File: config.mk
export PLATFORM = sky130hd
export DESIGN_NAME = lcd_write_ctrl
export DESIGN_NICKNAME = d
export VERILOG_FILES = /design/src/rtl/lcd_pkg.sv /design/src/rtl/lcd_xfer.sv /design/src/rtl/lcd_write_ctrl.sv
export SDC_FILE = /design/constraint.sdc
export NUM_CORES = 1
export LEC_CHECK = 0
export ABC_AREA = 1
export CAP_MARGIN = 20
export CORE_UTILIZATION = 29
export CTS_CLUSTER_SIZE = 16
export DETAILED_ROUTE_END_ITERATION = 6
export PLACE_DENSITY = 0.58
export SETUP_SLACK_MARGIN = 0.05
export SYNTH_ARGS = -nofsm -noshare
export SYNTH_HDL_FRONTEND = slang
export SYNTH_SLANG_ARGS = --single-unit
File: constraint.sdc
create_clock -name clk -period 2.36 [get_ports clk]
set_clock_uncertainty 0.15 [all_clocks]
set_input_delay 0.472 -clock clk [delete_from_list [all_inputs] [get_ports clk]]
set_output_delay 0.472 -clock clk [all_outputs]
set_load 0.005 [all_outputs]
File: src/rtl/lcd_pkg.sv
// Shared types, state codes and HD44780-style command constants for the LCD
// character write controller.
package lcd_pkg;

  localparam int unsigned DATA_W  = 8;
  localparam int unsigned POS_W   = 5;
  localparam int unsigned STATE_W = 3;
  localparam int unsigned PHASE_W = 2;

  typedef logic [STATE_W-1:0] state_t;

  localparam state_t ST_INIT_FUNC  = 3'd0;
  localparam state_t ST_INIT_DISP  = 3'd1;
  localparam state_t ST_INIT_ENTRY = 3'd2;
  localparam state_t ST_INIT_CLR   = 3'd3;
  localparam state_t ST_IDLE       = 3'd4;
  localparam state_t ST_SET_ADDR   = 3'd5;
  localparam state_t ST_WR_CHAR    = 3'd6;

  localparam logic [PHASE_W-1:0] PH_IDLE  = 2'd0;
  localparam logic [PHASE_W-1:0] PH_SETUP = 2'd1;
  localparam logic [PHASE_W-1:0] PH_PULSE = 2'd2;
  localparam logic [PHASE_W-1:0] PH_HOLD  = 2'd3;

  localparam logic [DATA_W-1:0] CMD_FUNC_SET  = 8'h38;
  localparam logic [DATA_W-1:0] CMD_DISP_ON   = 8'h0C;
  localparam logic [DATA_W-1:0] CMD_ENTRY     = 8'h06;
  localparam logic [DATA_W-1:0] CMD_CLEAR     = 8'h01;
  localparam logic [DATA_W-1:0] CMD_ADDR_ROW0 = 8'h80;
  localparam logic [DATA_W-1:0] CMD_ADDR_ROW1 = 8'hC0;

  // One word on the LCD bus: register select plus data byte.
  typedef struct packed {
    logic              rs;
    logic [DATA_W-1:0] data;
  } lcd_word_t;

  function automatic lcd_word_t cmd_word(input logic [DATA_W-1:0] c);
    lcd_word_t w;
    w.rs   = 1'b0;
    w.data = c;
    return w;
  endfunction

  // DDRAM address command: bit4 selects the row, bits3:0 the column.
  function automatic logic [DATA_W-1:0] addr_cmd(input logic [POS_W-1:0] p);
    return (p[4] ? CMD_ADDR_ROW1 : CMD_ADDR_ROW0) | {4'h0, p[3:0]};
  endfunction

endpackage

File: src/rtl/lcd_xfer.sv
// Single LCD bus transfer: SETUP -> PULSE -> HOLD, each phase advanced by en_clk.
// rs/data are captured at start and held until the transfer completes.
module lcd_xfer
  import lcd_pkg::*;
(
  input  logic              clk,
  input  logic              rst,
  input  logic              en_clk,
  input  logic              start,
  input  logic              rs,
  input  logic [DATA_W-1:0] data,
  output logic              xfer_done,
  output logic              lcd_rs,
  output logic              lcd_e,
  output logic [DATA_W-1:0] lcd_data
);

  logic [PHASE_W-1:0] phase_q, phase_d;
  logic               e_d, rs_d;
  logic [DATA_W-1:0]  data_d;

  always_ff @(posedge clk) begin
    if (rst) begin
      phase_q  <= PH_IDLE;
      lcd_e    <= 1'b0;
      lcd_rs   <= 1'b0;
      lcd_data <= '0;
    end else begin
      phase_q  <= phase_d;
      lcd_e    <= e_d;
      lcd_rs   <= rs_d;
      lcd_data <= data_d;
    end
  end

  // A new start may chain directly onto the completing HOLD phase.
  always_comb begin
    phase_d   = phase_q;
    e_d       = lcd_e;
    rs_d      = lcd_rs;
    data_d    = lcd_data;
    xfer_done = 1'b0;
    case (phase_q)
      PH_SETUP: if (en_clk) begin
        phase_d = PH_PULSE;
        e_d     = 1'b1;
      end
      PH_PULSE: if (en_clk) begin
        phase_d = PH_HOLD;
        e_d     = 1'b0;
      end
      PH_HOLD: if (en_clk) begin
        phase_d   = PH_IDLE;
        rs_d      = 1'b0;
        data_d    = '0;
        xfer_done = 1'b1;
      end
      default: ;
    endcase
    if (start && ((phase_q == PH_IDLE) || xfer_done)) begin
      phase_d = PH_SETUP;
      e_d     = 1'b0;
      rs_d    = rs;
      data_d  = data;
    end
  end

endmodule

File: src/rtl/lcd_write_ctrl.sv
// LCD character write controller: power-up init sequence, then one
// address + data transfer pair per accepted request.
module lcd_write_ctrl
  import lcd_pkg::*;
(
  input  logic              clk,
  input  logic              rst,
  input  logic              en_clk,
  input  logic              req,
  input  logic [POS_W-1:0]  pos,
  input  logic [DATA_W-1:0] char_code,
  output logic              ready,
  output logic              done,
  output logic              lcd_rs,
  output logic              lcd_rw,
  output logic              lcd_e,
  output logic [DATA_W-1:0] lcd_data
);

  state_t            state_q, state_d;
  logic              kick_q;
  logic [DATA_W-1:0] char_q, char_d;
  logic              ready_d, done_d;
  logic              xfer_done;
  logic              start_c;
  lcd_word_t         start_word_c;

  assign lcd_rw = 1'b0;

  // kick_q launches the first init transfer on the cycle after reset.
  always_ff @(posedge clk) begin
    if (rst) begin
      state_q <= ST_INIT_FUNC;
      kick_q  <= 1'b1;
      char_q  <= '0;
      ready   <= 1'b0;
      done    <= 1'b0;
    end else begin
      state_q <= state_d;
      kick_q  <= 1'b0;
      char_q  <= char_d;
      ready   <= ready_d;
      done    <= done_d;
    end
  end

  always_comb begin
    state_d      = state_q;
    char_d       = char_q;
    done_d       = 1'b0;
    ready_d      = 1'b0;
    start_c      = 1'b0;
    start_word_c = '0;

    case (state_q)
      ST_INIT_FUNC:  if (xfer_done) state_d = ST_INIT_DISP;
      ST_INIT_DISP:  if (xfer_done) state_d = ST_INIT_ENTRY;
      ST_INIT_ENTRY: if (xfer_done) state_d = ST_INIT_CLR;
      ST_INIT_CLR:   if (xfer_done) state_d = ST_IDLE;
      ST_IDLE: if (req && ready) begin
        state_d = ST_SET_ADDR;
        char_d  = char_code;
      end
      ST_SET_ADDR:   if (xfer_done) state_d = ST_WR_CHAR;
      ST_WR_CHAR: if (xfer_done) begin
        state_d = ST_IDLE;
        done_d  = 1'b1;
      end
      default: state_d = ST_INIT_FUNC;
    endcase

    ready_d = (state_d == ST_IDLE);

    // Every entry into a transfer state launches that state's transfer.
    start_c = kick_q || ((state_d != state_q) && (state_d != ST_IDLE));
    case (state_d)
      ST_INIT_FUNC:  start_word_c = cmd_word(CMD_FUNC_SET);
      ST_INIT_DISP:  start_word_c = cmd_word(CMD_DISP_ON);
      ST_INIT_ENTRY: start_word_c = cmd_word(CMD_ENTRY);
      ST_INIT_CLR:   start_word_c = cmd_word(CMD_CLEAR);
      ST_SET_ADDR:   start_word_c = cmd_word(addr_cmd(pos));
      ST_WR_CHAR: begin
        start_word_c.rs   = 1'b1;
        start_word_c.data = char_q;
      end
      default:       start_word_c = '0;
    endcase
  end

  lcd_xfer u_xfer (
    .clk       (clk),
    .rst       (rst),
    .en_clk    (en_clk),
    .start     (start_c),
    .rs        (start_word_c.rs),
    .data      (start_word_c.data),
    .xfer_done (xfer_done),
    .lcd_rs    (lcd_rs),
    .lcd_e     (lcd_e),
    .lcd_data  (lcd_data)
  );

endmodule

==> summary.txt, run 1 <==
Die Ht: 67.6 um
Hold Crit Class: reg -> reg
XOR/XNOR Fraction of Synth Area: 0
Worst vdd ir: 0.000198 V
CTS tree: done
Largest family of logic cells by synthesized area: simple AND/OR/NAND/NOR gates
Commonest non-fill, non-tap cells in the layout: nand2_1 (46), clkdlybuf4s50_1 (27), dfxtp_1 (26)
Commonest non-fill, non-tap cell in the layout: nand2_1
Synth Area in Adders: 0
Synth unique cells: 23
Final count of negative-setup-slack endpoints: 0
Deepest clock path buffer count: 2
Floorplan row count: 23
Clock sink total: 26
H-tree depth: 1
GRT Total Usage: 0.146
Initial antenna violation count: 0
Final core utilization: 0.437
Detailed Place HPWL: 2260 um
CP required: 2420 ps
Seq/Total Area, Yosys: 0.417
Final min period: 2000 ps
Syn_area_per_cell: 6.86 um2
Vias per std cell: 4.57
Synth Warn #: 0
Layout cell share with drive strength beyond 1: 0.170
Status: finished clean
IO buf count: 28
Hold Fails Final Rpt: 0
Mapped Cells: 182
Root Buffer: clkbuf_8
Simple-Gate Fraction of Synth Area: 0.366
Core region area: 4060 um2
Synthesized net count: 199
Vias in the first global route: 1158
# IOs: 30
R2R setup slack: 370 ps
Filler cells: 420
Pwr dens: 519 nW/um2
Nets: 241
Clock-pin slew on the worst setup and hold paths: 90 ps
Antenna diodes: 0
Via count: 1247
Post-route DRC: 0
Hold-fix buffers, CTS: 0
Initial core utilization: 0.308
Die Wd: 67.6 um
WHS: 320 ps
Yosys reg bits: 26
Die Area: 4570 um2
Mux share of post-synthesis cell area: 0
Setup TNS Final: 0 ps
First-pass GRT wire length: 5030 um
Final Power: 920 uW
Crit end category: flop
Detail Route Antenna Nets: 0
Fmax: 0.499 GHz
Worst Path Arrival: 2060 ps
Area delta synth->final: 42.1%
Leakage dissipation: 0.000731 uW
RSZ-0062 raised after global routing: no
Mapped Area: 1250 um2
Area fraction in compound gates after synthesis: 0.148
CP Launch Type: input port
Final Slew Violations: 0
Clock latency on the worst-skew pair: 280 ps
Total Wirelength: 2930 um
Max-cap violations: 0
Crit-path max FO: 10
Largest net degree at the start of global routing: 16
Starting DRC count in detailed routing: 56
WL/cell: 10.7 um
Total CTS buffers: 3
Grt total ovfl: 0
Final Wtd Congestion: 0.827
CP Class: in -> reg
Final period util: 0.849
DRT Pass-1 Iters: 4
[stage by stage]
| step | cells | instance area, um2 | setup slack (ps) |
|---|---|---|---|
| floorplan | 182 | 1250 | 583 |
| global placement | 267 | 1660 | -186 |
| detailed placement | 267 | 1660 | -174 |
| CTS | 271 | 1730 | 100 |
| global route | 273 | 1770 | 130 |
| finish | 273 | 1770 | 357 |
[layout make-up]
type                       instances  area [um2]  area share
tap                               50        62.6      0.0353
timing repair buffer              41         380       0.214
sequential                        26         520       0.293
multi-input combinational        136         679       0.383
clock buffer                       3        41.3      0.0233
clock inverter                     1        30.0      0.0169
inverter                          16        60.1      0.0339
[cell families after synthesis]
group / after synthesis
other: 1
AO/OA/AOI/OAI: 33
buffers and inverters: 21
flip-flops: 26
AND/OR/NAND/NOR: 101
[Yosys cell counts]
master | n | area (um2)
a21boi_4 | 1 | 18.8
a21oi_1 | 15 | 75.1
buf_1 | 1 | 3.75
buf_4 | 1 | 7.51
clkbuf_1 | 3 | 11.3
conb_1 | 1 | 3.75
dfxtp_1 | 26 | 521
inv_1 | 13 | 48.8
inv_2 | 3 | 11.3
nand2_1 | 46 | 173
nand2_2 | 8 | 50.1
nand3_1 | 13 | 65.1
nand3_2 | 2 | 20.0
nand4_1 | 1 | 6.26
nor2_1 | 26 | 97.6
nor2_4 | 2 | 22.5
nor3_2 | 1 | 10.0
nor4_1 | 1 | 6.26
o211ai_1 | 1 | 7.51
o21ai_0 | 13 | 65.1
o21ai_1 | 2 | 10.0
o21ai_2 | 1 | 8.76
or2_2 | 1 | 6.26
[final timing paths]
kind | startpoint | end | depth (start not counted)
min | u_xfer.lcd_e | u_xfer.lcd_e | 2
max reg2reg | u_xfer.phase_q[0] | u_xfer.lcd_data[6] | 10
max | req | u_xfer.lcd_data[6] | 12
min reg2reg | u_xfer.lcd_e | u_xfer.lcd_e | 2
[power by group]
part | total [uW] | internal [uW] | switching (uW)
Combinational | 90.9 | 50.8 | 40.1
Sequential | 454 | 447 | 7.19
Clock | 375 | 227 | 148
Total | 920 | 725 | 195
[timing repair]
item / CTS / global route
setup endpoints to repair: 0 / 10
buffers inserted: 0 / 1
endpoints found under the hold margin: 0 / 0
gates resized for setup: 0 / 6
[critical path: stages]
cell and delay (ps):
clkdlybuf4s50_1 390, nand2_1 60, inv_1 30, nand2_1 110
nand3_1 140, nor2_4 200, nand3_2 130, nand2_4 130
nand2_2 80, nand2_4 120, nand3_1 80, a21oi_1 130
[flip-flops by register name, indices dropped and copies added (netlist names)]
| signal | count |
|---|---|
| char_q | 8 |
| u_xfer.lcd_rs | 1 |
| kick_q | 1 |
| state_q | 3 |
| done | 1 |
| u_xfer.phase_q | 2 |
| u_xfer.lcd_e | 1 |
| u_xfer.lcd_data | 8 |
| ready | 1 |
[metal layers]
metal	wire (um)	global-route usage	share of wire	up-vias
met2	1360	0.231	0.46	27
met5	0	0	0	-
li1	-	-	-	664
met1	1430	0.192	0.49	551
met4	49	0.0691	0.017	0
met3	97	0.0220	0.033	5
No activity file was read; power rests on OpenSTA's default activity.
==> run 2, diff against run 1 <==
==> constraint.sdc (replaced) <==
create_clock -name clk -period 1.91 [get_ports clk]
set_clock_uncertainty 0.15 [all_clocks]
set_input_delay 0.382 -clock clk [delete_from_list [all_inputs] [get_ports clk]]
set_output_delay 0.382 -clock clk [all_outputs]
set_load 0.005 [all_outputs]
==> run 2 against run 1 <==
Against the previous run:
- routed wire length rose by 9.9%
- critical path type is now reg -> reg
- first-iteration DRC count fell by 30%
- largest power group unchanged
- sequential cell count did not move
- combinational power rose by 53%
==> summary.txt, run 2 (synthesis results as in run 1) <==
Crit end category: flop
CP endpoint: u_xfer.lcd_data[5]
Final count of negative-setup-slack endpoints: 0
P_int: 902 uW
Switching Fraction: 0.217
Max incr delay on CP: 380 ps
Final Power: 1150 uW
Post-route DRC: 0
Comb power frac: 0.121
Placed inst area: 1700 um2
IO buf count: 28
Leakage dissipation: 0.000815 uW
Clock-pin slew on the worst setup and hold paths: 90 ps
Final period util: 0.951
Reg2Reg Depth: 11
Pwr dens: 564 nW/um2
Switching power: 250 uW
Antenna diodes: 0
Hold Fails Final Rpt: 0
CP required: 1970 ps
RSZ-0062 raised after global routing: yes
Vias in the first global route: 1167
Clock share of power: 0.397
CTS tree: done
CP Class: reg -> reg
Pre-CTS setup slack: -516 ps
Die Wd: 67.6 um
Grt total ovfl: 0
Final Slew Violations: 0
Root Buffer: clkbuf_8
Commonest non-fill, non-tap cell in the layout: nand2_1
Detail Route Antenna Nets: 0
Floorplan row count: 23
Slowest-stage cell, CP: dfxtp_4
Crit path cell chain: nand4_1 -> buf_4 -> nand2_2 -> nand2_2 -> nand2_4 -> nand3_4 -> nand2_4 -> nand2_4 -> nand2_4 -> nand3_1 -> a21oi_2
Worst setup margin: 94.2 ps
Vias per std cell: 4.53
Core region area: 4060 um2
Die Area: 4570 um2
Critical path's most frequent cell: nand2_4
Fmax: 0.551 GHz
R2R setup slack: 90 ps
Worst vdd ir: 0.000253 V
Commonest non-fill, non-tap cells in the layout: nand2_1 (33), clkdlybuf4s50_1 (27), buf_4 (24)
CP Launch Type: flop
WL/cell: 11.3 um
Largest registers: char_q x8, u_xfer.lcd_data x8, state_q x3
Worst Path Arrival: 1880 ps
Via count: 1292
Largest net degree at the start of global routing: 17
Starting DRC count in detailed routing: 39
Detailed Place HPWL: 2240 um
Worst setup path start: u_xfer.phase_q[1]
WHS: 311 ps
DRT Pass-1 Iters: 4
Initial antenna violation count: 0
Design Area, Final: 2040 um2
First-pass GRT wire length: 5120 um
Area delta synth->final: 63.5%
Final Wtd Congestion: 0.936
Layout cell share with drive strength beyond 1: 0.374
Crit path depth: 11
Status: finished clean
Total Wirelength: 3220 um
Die Ht: 67.6 um
Clock latency on the worst-skew pair: 270 ps
Crit path max-delay family: simple AND/OR/NAND/NOR gates
Deepest clock path buffer count: 2
Sequential Power Share: 0.482
Crit Reg-Reg Endpoint: u_xfer.lcd_data[5]
H-tree depth: 1
GRT Total Usage: 0.147
Total CTS buffers: 3
Filler cells: 390
Initial core utilization: 0.308
Max-cap violations: 0
Hold Crit Class: reg -> reg
Nets: 253
# IOs: 30
Worst r2r src: u_xfer.phase_q[1]
Final min period: 1820 ps
Clock sink total: 26
Setup TNS Final: 0 ps
Worst Path Buf+Inv: 1
Crit-path max FO: 5
[run 2: cell types whose count changed in the layout (fill, tap and decap cells not counted), sizes merged]
cell and delta:
clkdlybuf4s15 +1, buf +11, dlymetal6s2s -1, nand2 +1
[run 2: how the worst min path moves through the flow]
stage / slack, ps / depth (start not counted) / endpoint / from
floorplan: 260 / 0 / kick_q / rst
global placement: 300 / 2 / u_xfer.lcd_e / u_xfer.lcd_e
detailed placement: 300 / 2 / u_xfer.lcd_e / u_xfer.lcd_e
CTS: 320 / 2 / u_xfer.lcd_e / u_xfer.lcd_e
global route: 350 / 2 / u_xfer.lcd_e / u_xfer.lcd_e
finish: 310 / 2 / u_xfer.lcd_e / u_xfer.lcd_e
[run 2: what timing repair did]
action | in CTS | in global routing
hold endpoints to repair | 0 | 0
cloned | 2 | 0
pin swaps | 9 | 22
setup buffers | 2 | 5
endpoints found under the setup margin | 12 | 12
hold buffers | 0 | 0
gates resized for setup | 9 | 54
[run 2: layout make-up]
class | count | area, um2 | area share
clock buffers | 3 | 41.3 | 0.0202
inverters | 16 | 65.1 | 0.0319
multi-input cells | 137 | 846 | 0.414
clock inverters | 1 | 30.0 | 0.0147
repair buffers | 52 | 460 | 0.225
well taps | 50 | 62.6 | 0.0306
flip-flops and latches | 26 | 537 | 0.263
[run 2: layer usage]
layer / global-route usage / vias up / routed length [um]
li1: - / 694 / -
met2: 0.256 / 26 / 1550
met4: 0.0319 / 0 / 35
met5: 0 / - / 0
met1: 0.189 / 568 / 1500
met3: 0.0203 / 4 / 143
[run 2: power by group through the flow]
| stage | Clock [uW] | Sequential, uW | Combinational (uW) |
|---|---|---|---|
| after floorplan | 0 | 572 | 49.8 |
| after global placement | 0 | 571 | 116 |
| after detailed placement | 0 | 571 | 116 |
| after CTS | 470 | 558 | 124 |
| after global routing | 485 | 558 | 153 |
| final | 457 | 555 | 139 |
[run 2: per-stage QoR]
stage          utilization  cells
6_report             0.503    285
5_1_grt              0.503    285
4_1_cts              0.451    280
3_5_place_dp         0.418    272
3_3_place_gp         0.418    272
2_1_floorplan            -    182
[run 2: worst reg2reg max path, delay by kind of cell, from the launching register on]
| kind | cells | cell delay, ps |
|---|---|---|
| DFF | 1 | 380 |
| AOI/OAI and AO/OA | 1 | 110 |
| buffers and inverters | 1 | 190 |
| and+or+nand+nor | 9 | 930 |
